**src/rtl/mult4_pkg.sv**
```systemverilog
// mult4_pkg: shared types and constants for the sequential 4x4 multiplier.
//   state_t    - controller states
//   operands_t - latched operand pair
//   NUM_PP     - number of 2x2 partial products per multiply
//   PROD_W     - product / accumulator width
//   PP_SHIFT   - left-shift applied to each partial product, indexed by PP step
package mult4_pkg;

   localparam int OPND_W = 4;
   localparam int DIG_W  = 2;
   localparam int NUM_PP = 4;
   localparam int PROD_W = 8;

   typedef enum logic [2:0] {
      IDLE,
      PP0,
      PP1,
      PP2,
      PP3,
      DONE
   } state_t;

   typedef struct packed {
      logic [OPND_W-1:0] a;
      logic [OPND_W-1:0] b;
   } operands_t;

   // Step k multiplies digit (k[0]) of a by digit (k[1]) of b, so the
   // weight is 2*(k[0]+k[1]) bits: {0, 2, 2, 4}.
   localparam logic [NUM_PP-1:0][2:0] PP_SHIFT = {3'd4, 3'd2, 3'd2, 3'd0};

   // Partial-product step index for a PP state; 0 outside PP0..PP3.
   function automatic logic [1:0] pp_index(input state_t s);
      case (s)
         PP1:     return 2'd1;
         PP2:     return 2'd2;
         PP3:     return 2'd3;
         default: return 2'd0;
      endcase
   endfunction

endpackage

```
**src/rtl/mul2x2.sv**
```systemverilog
// mul2x2: combinational unsigned 2x2-bit multiplier shared by all PP steps.
//   x [1:0] - digit of multiplicand
//   y [1:0] - digit of multiplier
//   p [3:0] - x*y (max 9)
module mul2x2 (
   input  logic [1:0] x,
   input  logic [1:0] y,
   output logic [3:0] p
);

   assign p = {2'b00, x} * {2'b00, y};

endmodule

```
**src/rtl/mult4_seq_ctrl.sv**
```systemverilog
// mult4_seq_ctrl: multi-cycle unsigned 4x4 multiplier. One shared 2x2 unit
// produces four partial products over PP0..PP3; they are shifted and summed
// into an 8-bit accumulator, and the result is registered on leaving DONE.
//   clk     - rising-edge clock
//   rst_n   - asynchronous active-low reset
//   start   - request a multiply (sampled in IDLE only)
//   a, b    - unsigned 4-bit operands, latched on the accepted start
//   busy    - high in PP0..PP3
//   done    - one-cycle pulse, coincident with the first cycle product is valid
//   product - registered 8-bit result, held until the next result
module mult4_seq_ctrl
   import mult4_pkg::*;
(
   input  logic              clk,
   input  logic              rst_n,
   input  logic              start,
   input  logic [OPND_W-1:0] a,
   input  logic [OPND_W-1:0] b,
   output logic              busy,
   output logic              done,
   output logic [PROD_W-1:0] product
);

   state_t            state, state_nxt;
   operands_t         opr;
   logic [PROD_W-1:0] acc;

   logic              load, accum, finish;
   logic [1:0]        pp_sel;
   logic [DIG_W-1:0]  pp_x, pp_y;
   logic [3:0]        pp;
   logic [2:0]        pp_sh;
   logic [PROD_W-1:0] pp_term;

   // ---------------- FSM: state register ----------------
   always_ff @(posedge clk or negedge rst_n) begin
      if (!rst_n) state <= IDLE;
      else        state <= state_nxt;
   end

   // ---------------- FSM: next state ----------------
   always_comb begin
      state_nxt = state;
      case (state)
         IDLE:    if (start) state_nxt = PP0;
         PP0:     state_nxt = PP1;
         PP1:     state_nxt = PP2;
         PP2:     state_nxt = PP3;
         PP3:     state_nxt = DONE;
         DONE:    state_nxt = IDLE;
         default: state_nxt = IDLE;
      endcase
   end

   // ---------------- FSM: outputs / datapath controls ----------------
   always_comb begin
      busy   = 1'b0;
      load   = 1'b0;
      accum  = 1'b0;
      finish = 1'b0;
      pp_sel = pp_index(state);
      case (state)
         IDLE:           load   = start;
         PP0, PP1,
         PP2, PP3: begin busy   = 1'b1;
                         accum  = 1'b1; end
         DONE:           finish = 1'b1;
         default: ;
      endcase
   end

   // ---------------- operand mux, shared multiplier, shifter ----------------
   // pp_sel[0] picks the high digit of a, pp_sel[1] the high digit of b.
   assign pp_x = pp_sel[0] ? opr.a[3:2] : opr.a[1:0];
   assign pp_y = pp_sel[1] ? opr.b[3:2] : opr.b[1:0];

   mul2x2 u_mul2x2 (
      .x (pp_x),
      .y (pp_y),
      .p (pp)
   );

   assign pp_sh   = PP_SHIFT[pp_sel];
   assign pp_term = {{(PROD_W-4){1'b0}}, pp} << pp_sh;

   // ---------------- operand regs, accumulator, result ----------------
   // done is registered alongside product so the pulse marks the first
   // cycle the new result is visible; this lands in IDLE, never with busy.
   always_ff @(posedge clk or negedge rst_n) begin
      if (!rst_n) begin
         opr     <= '0;
         acc     <= '0;
         product <= '0;
         done    <= 1'b0;
      end else begin
         done <= finish;
         if (load) begin
            opr <= '{a: a, b: b};
            acc <= '0;
         end
         if (accum)  acc     <= acc + pp_term;
         if (finish) product <= acc;
      end
   end

endmodule

```
**config.mk**
```make
export PLATFORM = sky130hd
export DESIGN_NAME = mult4_seq_ctrl
export DESIGN_NICKNAME = d
export VERILOG_FILES = /design/src/rtl/mult4_pkg.sv /design/src/rtl/mul2x2.sv /design/src/rtl/mult4_seq_ctrl.sv
export SDC_FILE = /design/constraint.sdc
export NUM_CORES = 1
export LEC_CHECK = 0
export CORE_UTILIZATION = 45
export CTS_BUF_LIST = sky130_fd_sc_hd__clkbuf_4
export CTS_CLUSTER_DIAMETER = 120
export DETAILED_ROUTE_END_ITERATION = 16
export GPL_TIMING_DRIVEN = 0
export PLACE_DENSITY = 0.67
export SYNTH_ARGS = -nofsm -noshare
export SYNTH_HDL_FRONTEND = slang
export SYNTH_SLANG_ARGS = --single-unit
export TNS_END_PERCENT = 1
```
**constraint.sdc**
```tcl
create_clock -name clk -period 3.85 [get_ports clk]
set_input_delay 0.77 -clock clk [delete_from_list [all_inputs] [get_ports clk]]
set_output_delay 0.77 -clock clk [all_outputs]
set_load 0.01 [all_outputs]
```
# Yosys cells after proc, flatten, opt, wreduce, memory -nomap -nowiden
# Cells that the tools add are included.
# totals
register_bits	28
output_inout_bits	10
word_cells	31
# op_classes
addsub	1
n_mul	1
magnitude_cmp	1
n_eq_ne	6
n_shift	1
n_mux	12
reduce_logical	3
# op_table
cell	count
$mux 8	2
$pmux 3 s5	1
$add 8x8->8	1
$shl 4x3->8	1
$bmux 3 s2	1
$eq 3x2->1 const B	2
$eq 3x3->1 const B	2
$mux 3	2
$pmux 2 s3	1
$mul 2x2->4	1
$mux 2	2
$reduce_or 4->1	1
$eq 3x1->1 const B	1
$logic_not 3->1	1
$lt 2x3->1 const B	1
$mux 1	3
$ne 2x2->1 const B	1
$reduce_bool 2->1	1

# Depth between registers and ports, before layout
# Gate-level depths: netlist of run 1.
# depth
ltp_word	7
mapped_depth	15

# By module
# A second synthesis of run 1 with hierarchy kept.
# hier_totals
hier_cells	158
area_unflattened_um2	1591.5
# modules_own_cells
module	n_inst	cells_per_inst	area_each_um2	seq_area_each_um2
mult4_seq_ctrl	1	152	1541.5	700.7
mul2x2	1	6	50.0	0.0

# Worst setup path before layout of run 1
# Ideal clock, no wire load.
# synth_path
path_type	reg2reg
from	register state[1]
to	register acc[6]
arrival_ns	3.164
t_required_ns	3.781
path_slack_ns	0.617
stages_incl_launch_ff	15
period_less_slack_ns	3.233
path_cell_list	dfrtp_1 -> buf_4 -> or4b_1 -> o31ai_1 -> nor3_1 -> ha_1 -> ha_1 -> mux2i_1 -> nor2_1 -> ha_1 -> a21o_1 -> a21o_1 -> a21oi_1 -> or4b_2 -> nand3_1
# synth_between
elab_chain_len	7
# synth_lines
element	line	text
start: declaration	mult4_seq_ctrl.sv:24	state_t state, state_nxt;
start signal: assignment	mult4_seq_ctrl.sv:38	else state <= state_nxt;
$eq 3x3->1 / $eq 3x2->1 (equally long branches)	mult4_pkg.sv:34, mult4_seq_ctrl.sv:62	
$pmux 2 s3	mult4_pkg.sv:34	case (s)
$mux 2, or another cell as far along	mult4_seq_ctrl.sv:74	assign pp_x = pp_sel[0] ? opr.a[3:2] : opr.a[1:0];
$mul 2x2->4 / $mux 3 (equally long branches)	mul2x2.sv:11, mult4_seq_ctrl.sv:83	
$shl 4x3->8	mult4_seq_ctrl.sv:84	assign pp_term = {{(PROD_W-4){1'b0}}, pp} << pp_sh;
$add 8x8->8	mult4_seq_ctrl.sv:101	if (accum) acc <= acc + pp_term;
$mux 8	mult4_seq_ctrl.sv:101	
end signal: assignment	mult4_seq_ctrl.sv:101	
end: declaration	mult4_seq_ctrl.sv:26	logic [PROD_W-1:0] acc;
# Several ways; a longest one is shown, not always the timed one. The select of a mux whose other input is x is not followed.
# A chain may end at the register's enable or synchronous reset.

# Final worst setup path of run 1
# layout_path
from	register state[2]
to	register acc[6]
# The elaborated chain is that of the path after synthesis.

==> results of run 1 <==
==> layer usage <==
layer | part of all wire | vias to the layer above | GRT usage
met4 | 0.0084 | 0 | 0.0476
met5 | 0 | - | 0
met1 | 0.50 | 562 | 0.256
li1 | - | 623 | -
met2 | 0.46 | 30 | 0.267
met3 | 0.039 | 2 | 0.0311
==> cell usage after synthesis, types with 2 or more instances <==
cell type,count
xnor2_1,4
a21o_1,5
dfrtp_1,28
nand3_1,8
nor2_1,7
o31ai_1,2
xor2_1,3
nand3b_1,3
mux2i_1,5
nand2_1,30
nor2b_1,5
ha_1,10
a21oi_1,5
nor3b_1,4
nor3_1,2
buf_2,3
mux2_2,8
a22o_1,2
o21bai_1,2
o21ai_0,7
==> flip-flops by register name, summed over array words and instances, names as in the netlist <==
register,count
state,3
opr,8
acc,8
product,8
done,1
==> layout make-up <==
| type | instances | area share |
|---|---|---|
| repair buffers | 20 | 0.103 |
| well taps | 46 | 0.0304 |
| inverters | 2 | 0.00397 |
| plain buffers | 5 | 0.0139 |
| clock inverters | 1 | 0.00199 |
| multi-input cells | 126 | 0.464 |
| clock buffers | 3 | 0.0119 |
| flip-flops and latches | 28 | 0.371 |
==> per-stage QoR <==
stage	area [um^2]	total power, mW
final	1890	1.77
after detailed placement	1860	1.65
after global routing	1890	1.95
after floorplan	1610	1.35
after CTS	1890	1.77
after global placement	1860	1.60
==> cell families after synthesis <==
family,Yosys count,share of synthesized area
AOI/OAI and AO/OA,27,0.113
xor gates and xnor gates,7,0.0382
adders and majority gates,11,0.0903
and+or+nand+nor,68,0.214
DFF,28,0.436
muxes,13,0.0872
buffers and inverters,7,0.0210
==> worst register-to-register path: stages (launching register included) <==
cell and delay [ns]:
dfrtp_1 0.41, buf_2 0.18, and3b_1 0.28, a21o_1 0.16, mux2i_1 0.28, a21oi_1 0.07, ha_1 0.21, ha_1 0.29
mux2i_1 0.18, nor2_1 0.07, ha_1 0.36, a21o_1 0.13, a21o_1 0.15, a21oi_1 0.09, or4b_2 0.61, nand3_1 0.08
==> worst paths after layout <==
check                           slack [ns]                endpoint  cells after the start                 start
worst max register to register        0.27      acc[6]$_DFFE_PN0P_                     15  state[2]$_DFFE_PN0P_
min in group clk                      0.48      acc[7]$_DFFE_PN0P_                      1    acc[7]$_DFFE_PN0P_
worst min register to register        0.48      acc[7]$_DFFE_PN0P_                      1    acc[7]$_DFFE_PN0P_
max in group asynchronous             3.02  product[2]$_DFFE_PN0P_                      1                 rst_n
worst min-delay path                  0.44    state[1]$_DFFE_PN0P_                      1                 rst_n
worst max-delay path                  0.27      acc[6]$_DFFE_PN0P_                     15  state[2]$_DFFE_PN0P_
==> cell usage in the layout, fill, tap and decap left out, drive strengths merged <==
cell type	n
nor3	2
and3b	1
clkbuf	4
or4b	2
a22o	2
clkdlybuf4s50	19
nand3	8
o21bai	2
nor4	1
and2	1
clkinv	2
a211oi	2
nor3b	4
a311oi	1
nand3b	3
o21ai	7
nor2b	5
a21oi	5
mux2	8
xor2	3
nand2	30
a21o	5
and3	1
o31ai	2
nor2	8
dfrtp	28
o21a	1
inv	1
nand4b	1
buf	5
or3b	1
xnor2	4
fa	1
mux2i	5
ha	10
==> power by group through the flow <==
stage | registers, mW | logic (mW) | clock network, mW
3_5_place_dp | 0.526 | 1.12 | 0
3_3_place_gp | 0.520 | 1.09 | 0
4_1_cts | 0.518 | 1.13 | 0.123
5_1_grt | 0.539 | 1.28 | 0.134
6_report | 0.517 | 1.14 | 0.118
2_1_floorplan | 0.525 | 0.821 | 0
==> flow_metrics.tcl, run 1 <==
set metrics [dict create \
    skew_ns 0.00370 \
    final_hold_viol_count 0 \
    cts_tree "built" \
    grt.total_usage 0.175 \
    die-area_um2 3810 \
    rows 21 \
    max-cap-violations 0 \
    worstSkewPairLatency_ns 0.31 \
    nNetsFinal 208 \
    area_growth_pct 17.7 \
    seqPwrFrac 0.292 \
    powerDensity_nw_per_um2 937 \
    slew_headroom 0.594 \
    critical_path_required_ns 4.12 \
    yosysSeqAreaShare 0.436 \
    finalCriticalPeriod_ns 3.58 \
    crit_family "simple AND/OR/NAND/NOR gates" \
    regArea_um2 701 \
    synthTopCellsByArea "dfrtp_1 (44%), ha_1 (7.8%), nand2_1 (7.0%)" \
    post_cts_buffers 0 \
    setup_viol 0 \
    hold_ws_ns 0.437 \
    drive_above_1_share 0.108 \
    hp-class "in -> async" \
    ys_ff_latch 28 \
    slowest_delay_ns 0.61 \
    clock_path_buffers 2 \
    yosys_warnings 0 \
    clkSinkCount 28 \
    portBuffers 20 \
    slowest_stage "or4b_2" \
    arrival_ns 3.85 \
    fin_crit_sh 0.931 \
    dr_total_vias 1217 \
    chipHeight_um 61.8 \
    leakagePower_nw 0.900 \
    start_util 0.474 \
    avgSynthCellArea_um2 9.98 \
    path_cells "buf_2 > and3b_1 > a21o_1 > mux2i_1 > a21oi_1 > ha_1 > ha_1 > mux2i_1 > nor2_1 > ha_1 > a21o_1 > a21o_1 > a21oi_1 > or4b_2 > nand3_1" \
    tns_ns 0 \
    core_area_um2 3390 \
    grt_pass1_wl_um 4820 \
    finalWeightedCongestion 0.960 \
    yosys.area.top_type "dfrtp_1" \
    grt_setup_unrepaired "false" \
    synth_cells 161 \
    power_frac_comb 0.641 \
    finalWirelength_um 2970 \
    synth_top_cell_area_share 0.436 \
    fin_util 0.558 \
    cts_resized 0 \
    ant_nets 0 \
    crit_type "reg -> reg" \
    placed_cells 227 \
    switchingPower_mw 0.764 \
    viasPerCell 5.27 \
    fmax_mhz 279 \
    status "finished clean" \
    tightest_slew_ns 0.608 \
    setup.worst_path.end_class "flip-flop" \
    synthArstFlopShare 1.00 \
    p_clk_frac 0.067 \
    syn-num-nets 183 \
    synth_edf_count 0 \
    multiInputGateArea_um2 877 \
    first_global_vias 1039 \
    grt_antenna_before_repair 0 \
    overflow 0 \
    final_cells 231 \
    p_int_mw 1.01 \
    fp.dieW_um 61.8 \
    crit_path_start_kind "flip-flop" \
    synth_cell_type_count 38 \
    drtIter0Drc 73 \
    power.share.switching 0.431 \
    drc 0 \
    nFillCells 301 \
    syn_area_um2 1610 \
    worstPathMaxFanout 10 \
    hpwlAfterDp_um 2320 \
    antennaDiodeCount 0 \
    routedWlPerCell_um 12.8 \
    ios 21 \
    finalMaxSlewViolations 0 \
    drt_pre_antenna_iters 4 \
    ir_drop_mv 0.449 \
    cts_hold_repair.buffers 0 \
    place_ws_ns 0.305 \
    cts-root-buf "clkbuf_4" \
    synth-main-ff-cell "dfrtp_1" \
    cts_buffers 3 \
    finalWorstSetupSlack_ns 0.266 \
    h-tree-depth 1 \
    path_buf_inv 1 \
    clk_pin_slew_ns 0.14 \
    grt_max_degree 29 \
]
(Power assumes the default switching activity.)
==> run 2: changes to the inputs <==
--- a/config.mk
+++ b/config.mk
@@ -5,12 +5,15 @@
 export SDC_FILE = /design/constraint.sdc
 export NUM_CORES = 1
 export LEC_CHECK = 0
-export CORE_UTILIZATION = 45
+export CAP_MARGIN = 20
+export CELL_PAD_IN_SITES_DETAIL_PLACEMENT = 0
+export CELL_PAD_IN_SITES_GLOBAL_PLACEMENT = 2
+export CORE_UTILIZATION = 36
 export CTS_BUF_LIST = sky130_fd_sc_hd__clkbuf_4
 export CTS_CLUSTER_DIAMETER = 120
 export DETAILED_ROUTE_END_ITERATION = 16
 export GPL_TIMING_DRIVEN = 0
-export PLACE_DENSITY = 0.67
+export PLACE_DENSITY = 0.81
 export SYNTH_ARGS = -nofsm -noshare
 export SYNTH_HDL_FRONTEND = slang
 export SYNTH_SLANG_ARGS = --single-unit
==> flow_metrics.tcl, run 2 (synthesis gave the netlist of run 1 again) <==
set metrics [dict create \
    wl_met1_um 1750 \
    place_ws_ns 0.338 \
    worstPathMaxFanout 9 \
    fin_util 0.465 \
    drive_above_1_share 0.108 \
    finalMaxSlewViolations 0 \
    clk_pin_slew_ns 0.16 \
    wl_met3_um 65 \
    first_global_vias 1159 \
    skew_ns 0.00594 \
    ir_drop_mv 0.348 \
    crit_type "reg -> reg" \
    setup.worst_path.end_class "flip-flop" \
    final_cells 236 \
    slew_headroom 0.568 \
    hold_ws_ns 0.488 \
    fin_crit_sh 0.919 \
    tns_ns 0 \
    finalWorstSetupSlack_ns 0.310 \
    die-area_um2 4730 \
    slowest_delay_ns 0.61 \
    fmax_mhz 282 \
    tightest_slew_ns 0.646 \
    top_regs "acc x8, opr x8, product x8" \
    placed_cells 232 \
    drtIter0Drc 71 \
    grt_pass1_wl_um 5480 \
    setup_viol 0 \
    grt_max_degree 19 \
    nNetsFinal 209 \
    portBuffers 20 \
    antennaDiodeCount 0 \
    grt_antenna_before_repair 0 \
    finalCriticalPeriod_ns 3.54 \
    start_util 0.388 \
    cts_tree "built" \
    powerDensity_nw_per_um2 928 \
    top_layer_used "met4" \
    critical_path_required_ns 4.13 \
    routedWlPerCell_um 14.2 \
    crit_path_start_kind "flip-flop" \
    area_growth_pct 20.0 \
    path_buf_inv 1 \
    h-tree-depth 1 \
    grt_setup_unrepaired "false" \
    overflow 0 \
    cts-root-buf "clkbuf_4" \
    placed_cell_area_um2 1900 \
    dr_total_vias 1220 \
    hold_depth 1 \
    drt_pre_antenna_iters 5 \
    finalInstanceArea_um2 1930 \
    clock_path_buffers 2 \
    final_common_cell "nand2_1" \
    path_cells "buf_4 > xnor2_1 > nor2_1 > mux2i_1 > nor3_1 > ha_1 > ha_1 > mux2i_1 > nor2_1 > ha_1 > a21o_1 > a21o_1 > a21oi_1 > or4b_2 > nand3_1" \
    finalWeightedCongestion 0.829 \
    crit_family "simple AND/OR/NAND/NOR gates" \
    fp.dieW_um 68.8 \
    drc 0 \
    rows 23 \
    power.total_mw 1.79 \
    cp.depth 15 \
    mostFrequentLayoutCells "nand2_1 (30), dfrtp_1 (28), clkdlybuf4s50_1 (20)" \
    cts_buffers 3 \
    chipHeight_um 68.8 \
    finalWirelength_um 3350 \
    rr_worst_depth 15 \
    hpwlAfterDp_um 2530 \
    max-cap-violations 0 \
    ant_nets 0 \
    cpMostUsedCell "ha_1" \
    grt.total_usage 0.160 \
    leakagePower_nw 0.913 \
    clkSinkCount 28 \
    hp-class "reg -> reg" \
    viasPerCell 5.17 \
    arrival_ns 3.82 \
    wl_met2_um 1500 \
    slowest_stage "or4b_2" \
    post_cts_buffers 0 \
    worstSkewPairLatency_ns 0.33 \
    final_hold_viol_count 0 \
    ios 21 \
    core_area_um2 4140 \
    status "finished clean" \
]
run 2: what timing repair did:
item / CTS / global route
hold buffers: 0 / 0
setup endpoints to repair: 0 / 1
resized for setup: 0 / 1
run 2: layer usage:
layer / vias to the layer above / global-route usage
met3: 4 / 0.0263
met4: 0 / 0.0561
met1: 581 / 0.221
met2: 14 / 0.252
li1: 621 / -
met5: - / 0
run 2: power breakdown:
group	switching, mW	total (mW)	internal (mW)	leakage, nW
clock network	0.0897	0.128	0.0381	0.0154
registers	0.0831	0.519	0.436	0.348
logic	0.606	1.14	0.536	0.550
run 2: worst reg2reg max path, delay by kind of cell (launching register included):
kind,cells,cell delay [ns]
compound gates,3,0.36
xor+xnor,1,0.32
fa+ha+maj,3,0.84
buf+inv,1,0.16
flops,1,0.39
mux,2,0.43
simple gates,5,1.00
run 2: final timing paths:
| path | start | end | slack, ns |
|---|---|---|---|
| worst max-delay path | state[1]$_DFFE_PN0P_ | acc[6]$_DFFE_PN0P_ | 0.31 |
| worst min-delay path | acc[7]$_DFFE_PN0P_ | acc[7]$_DFFE_PN0P_ | 0.49 |
| worst max register to register | state[1]$_DFFE_PN0P_ | acc[6]$_DFFE_PN0P_ | 0.31 |
| worst min register to register | acc[7]$_DFFE_PN0P_ | acc[7]$_DFFE_PN0P_ | 0.49 |
| max in group asynchronous | rst_n | product[0]$_DFFE_PN0P_ | 2.53 |
| min in group asynchronous | rst_n | acc[6]$_DFFE_PN0P_ | 0.82 |
run 2: area by class of cell:
class / instances / area [um^2]
multi-input combinational: 126 / 877
clock buffer: 3 / 22.5
inverter: 2 / 7.51
timing repair buffer: 21 / 228
tap: 50 / 62.6
buffer: 5 / 26.3
fill: 409 / 2220
clock inverter: 1 / 3.75
sequential: 28 / 701
